$ cat config.mk
export PLATFORM = sky130hd
export DESIGN_NAME = srl_64_iter
export DESIGN_NICKNAME = d
export VERILOG_FILES = /design/src/rtl/srl_64_iter.sv
export SDC_FILE = /design/constraint.sdc
export NUM_CORES = 1
export LEC_CHECK = 0
export BUFFER_PORTS_ARGS = -buffer_cell sky130_fd_sc_hd__buf_2
export CAP_MARGIN = 20
export CORE_MARGIN = 2
export CORE_UTILIZATION = 34
export DETAILED_ROUTE_END_ITERATION = 10
export GPL_TIMING_DRIVEN = 0
export SYNTH_ARGS = -nofsm -noshare
export SYNTH_HDL_FRONTEND = slang
export SYNTH_SLANG_ARGS = --single-unit
$ cat constraint.sdc
create_clock -name clock -period 3 [get_ports clock]
set_clock_uncertainty 0.05 [all_clocks]
set_input_delay 0.15 -clock clock [delete_from_list [all_inputs] [get_ports clock]]
set_output_delay 0.15 -clock clock [all_outputs]
set_load 0.1 [all_outputs]
$ cat src/rtl/srl_64_iter.sv
// Iterative right shifter, logical or arithmetic, one bit position per clock.
// It pulses done once the result is ready and reports the guard bits that were shifted out.
module srl_64_iter #(
    parameter int unsigned WIDTH   = 64,
    parameter int unsigned SHAMT_W = 6
) (
    input  logic               clock,
    input  logic               reset_n,
    input  logic               start,
    input  logic [WIDTH-1:0]   in_data,
    input  logic [SHAMT_W-1:0] shamt,
    input  logic               arith,
    output logic               busy,
    output logic               done,
    output logic [WIDTH-1:0]   out_data,
    output logic               last_out,
    output logic               sticky
);

    typedef enum logic {
        IDLE  = 1'b0,
        SHIFT = 1'b1
    } state_t;

    state_t             state;
    state_t             state_nxt;
    logic [SHAMT_W-1:0] cnt;
    logic               fill;
    logic               accept;
    logic               step;
    logic               finish;

    always_ff @(posedge clock or negedge reset_n) begin
        if (!reset_n) begin
            state <= IDLE;
        end else begin
            state <= state_nxt;
        end
    end

    always_comb begin
        state_nxt = state;
        accept    = 1'b0;
        step      = 1'b0;
        finish    = 1'b0;
        unique case (state)
            IDLE: begin
                if (start) begin
                    accept    = 1'b1;
                    state_nxt = SHIFT;
                end
            end
            SHIFT: begin
                if (cnt != '0) begin
                    step = 1'b1;
                end else begin
                    finish    = 1'b1;
                    state_nxt = IDLE;
                end
            end
            default: state_nxt = IDLE;
        endcase
    end

    // The fill bit is frozen at accept, so later changes to arith or in_data cannot disturb a running op.
    always_ff @(posedge clock or negedge reset_n) begin
        if (!reset_n) begin
            out_data <= '0;
            cnt      <= '0;
            fill     <= 1'b0;
            last_out <= 1'b0;
            sticky   <= 1'b0;
            busy     <= 1'b0;
            done     <= 1'b0;
        end else begin
            done <= finish;
            if (accept) begin
                out_data <= in_data;
                cnt      <= shamt;
                fill     <= arith & in_data[WIDTH-1];
                last_out <= 1'b0;
                sticky   <= 1'b0;
                busy     <= 1'b1;
            end else if (step) begin
                out_data <= {fill, out_data[WIDTH-1:1]};
                last_out <= out_data[0];
                sticky   <= sticky | out_data[0];
                cnt      <= cnt - SHAMT_W'(1);
            end else if (finish) begin
                busy <= 1'b0;
            end
        end
    end

endmodule

==> metrics <==
Vias roughly 4.2k; Critical-path top delay cell dlygate4sd3_1; clock-pin slew on the worst setup and hold paths around 0.060 ns; first-iteration detailed-routing DRC count between 300 and 400; Avg Synthesized Cell Area roughly 9.5 um^2; Area growth, synth to finish 29.93%; Final Max Slew Viols 0; vias in the first global route 3967; number of diodes 0; Synth async-reset ratio 1.000; # DRC 0; ys flop type dfrtp_1; clk sinks 76; # hold bufs at CTS 4; commonest non-fill, non-tap cell in the layout buf_2; Critical Path End Type register; Die X-Extent ~110 um; FF+latch count, synth 76; max-cap violation count 0; CP Data Required Time between 3 and 4 ns; I/O Pins ~140; Warnings, synthesis 0; Tmin final 2.289 ns; Syn Inst Count about 430; grt total ovfl 0; die area ~0.013 mm^2; Setup CP Type reg2reg; RSZ-0062 raised after global routing false; crit start category register; TritonCTS clock tree done; largest net degree at the start of global routing 40; global-route wire length before repair about 21000 um; Vert. Die Dim 113.4 um; WL/cell between 15 and 20 um; Core Area 0.01156 mm^2; setup violators final 0; Final #Nets approximately 660; grt met2 use 0.3182; Clock Tree Buf Depth 2; gpl congestion slightly above 0.8; via density per instance 5.709; antenna viol nets, final 0; Worst Tran Pin Value just over 0.8 ns; busiest grt layer met2; Seq/Total Area, Yosys 0.4675; routing usage on met3 0.02550; clk root buf clkbuf_16; CP cell instances buf_2 -> nor2b_1 -> clkbuf_1 -> buf_2 -> buf_2 -> nand3_1 -> dlygate4sd3_1 -> nand2_1; PortBufs 141; H-tree depth 3; post-CTS setup buffers 0; Post-synth EDFFs 0; WP data arrival roughly 2.5 ns; Top cell by count, worst path buf_2; status complete, no violations; final hold vios 0; post-synth cell types 34; CP top delay family buffers and inverters; worst skew pair latency between 0.3 and 0.4 ns; Tcrit/Tclk final 0.7629; Post-CTS Resized 0; Syn Nets between 500 and 600; CTS buffer count 9; DR pass1 iterations 5; ratio of cells with drive above 1 in the final layout 0.2983; final core utilization 0.4570; std cell rows 39; initial core utilization 0.3517; max incr delay on CP about 0.56 ns; most frequent cells in the layout buf_2 (152), dfrtp_1 (76), nand2_1 (70); GR Layer Usage met1 0.3012; Routed WL about 13000 um; DP HPWL between 9000 and 10000 um; headroom to the max-slew limit 0.4491; crit path buf inv count 5; antenna violations before repair 1; Max FO, Critical Path 10; Setup Total Neg Slack 0 ns; Peak Freq roughly 440 MHz; GR Util All Layers 0.2060; Post-Syn Area between 0.004 and 0.005 mm^2; hold crit path type in2reg
[area by class of cell]
| class | instances | area [um^2] |
|---|---|---|
| Clock buffer | 13 | 260.3 |
| Multi-Input combinational cell | 305 | 1918 |
| Clock inverter | 2 | 10.01 |
| Fill cell | 1172 | 6280 |
| Tap cell | 143 | 178.9 |
| Inverter | 2 | 7.507 |
| Buffer | 46 | 240.2 |
| Sequential cell | 76 | 1902 |
| Timing Repair Buffer | 146 | 768.2 |
[stage by stage]
step | instance area, um^2 | worst slack (ns) | hold WS, ns | std cells
global route | 5285 | 0.5649 | 0.009885 | 733
floorplan | 4068 | 1.132 | -0.1956 | 429
global placement | 4952 | 0.8159 | 0.3349 | 713
CTS | 5285 | 0.7213 | 0.0002988 | 733
finish | 5285 | 0.7112 | 0.003889 | 733
detailed placement | 4975 | 0.7738 | 0.1162 | 714
[cell usage after synthesis (2+ instances only)]
library cell / number / area (um^2)
nand2_1: 70 / 262.8
buf_1: 2 / 7.510
nand3_1: 3 / 15.01
or3_1: 63 / 394.1
nor2b_1: 4 / 25.02
a31oi_1: 3 / 18.77
and3_1: 2 / 12.51
nand4_1: 2 / 12.51
ha_1: 2 / 25.02
dfrtp_1: 76 / 1902
nor2_1: 5 / 18.77
inv_1: 2 / 7.510
o211ai_1: 66 / 495.5
o21ai_0: 4 / 20.02
buf_6: 7 / 78.83
a22oi_1: 65 / 488.0
clkbuf_1: 25 / 93.84
buf_2: 12 / 60.06
[worst register-to-register path, cell delays in order (launching register included)]
cell and delay, ns:
dfrtp_1 0.35, buf_2 0.17, nor2b_1 0.12, clkbuf_1 0.24, buf_2 0.28, buf_2 0.28, nand3_1 0.11, dlygate4sd3_1 0.56
nand2_1 0.06
[worst paths after layout]
check	startpoint	endpoint	slack [ns]	cells past startpoint
worst min register to register	fill	fill	0.43	2
min in group asynchronous	reset_n	out_data[46]	0.30	2
max in group asynchronous	reset_n	out_data[9]	2.00	3
worst min-delay path	shamt[2]	cnt[2]	0.004	3
worst max register to register	state	fill	0.71	8
worst max-delay path	state	fill	0.71	8
[flip-flops by register name, summed over array words and instances (netlist names)]
signal	cells
out_data	64
cnt	6
busy	1
done	1
fill	1
last_out	1
state	1
sticky	1
[layer usage]
layer	routed length, um	share of wire	vias up
met4	183	0.014	2
li1	-	-	1962
met3	671	0.051	15
met2	6122	0.47	153
met5	13	0.00099	-
met1	6152	0.47	2053
[kinds of logic (layout without fill, tap and decap cells)]
kind of cell	count (synthesis)	in the layout	share of synthesized area
compound gates	145	145	0.2670
fa+ha+maj	2	2	0.006151
buf+inv	48	209	0.06091
flops	76	76	0.4675
simple gates	158	158	0.1984
Power is left out: the tool's default activity adds up to more than one toggle a clock period on the data nets, which glitch-free logic cannot reach.
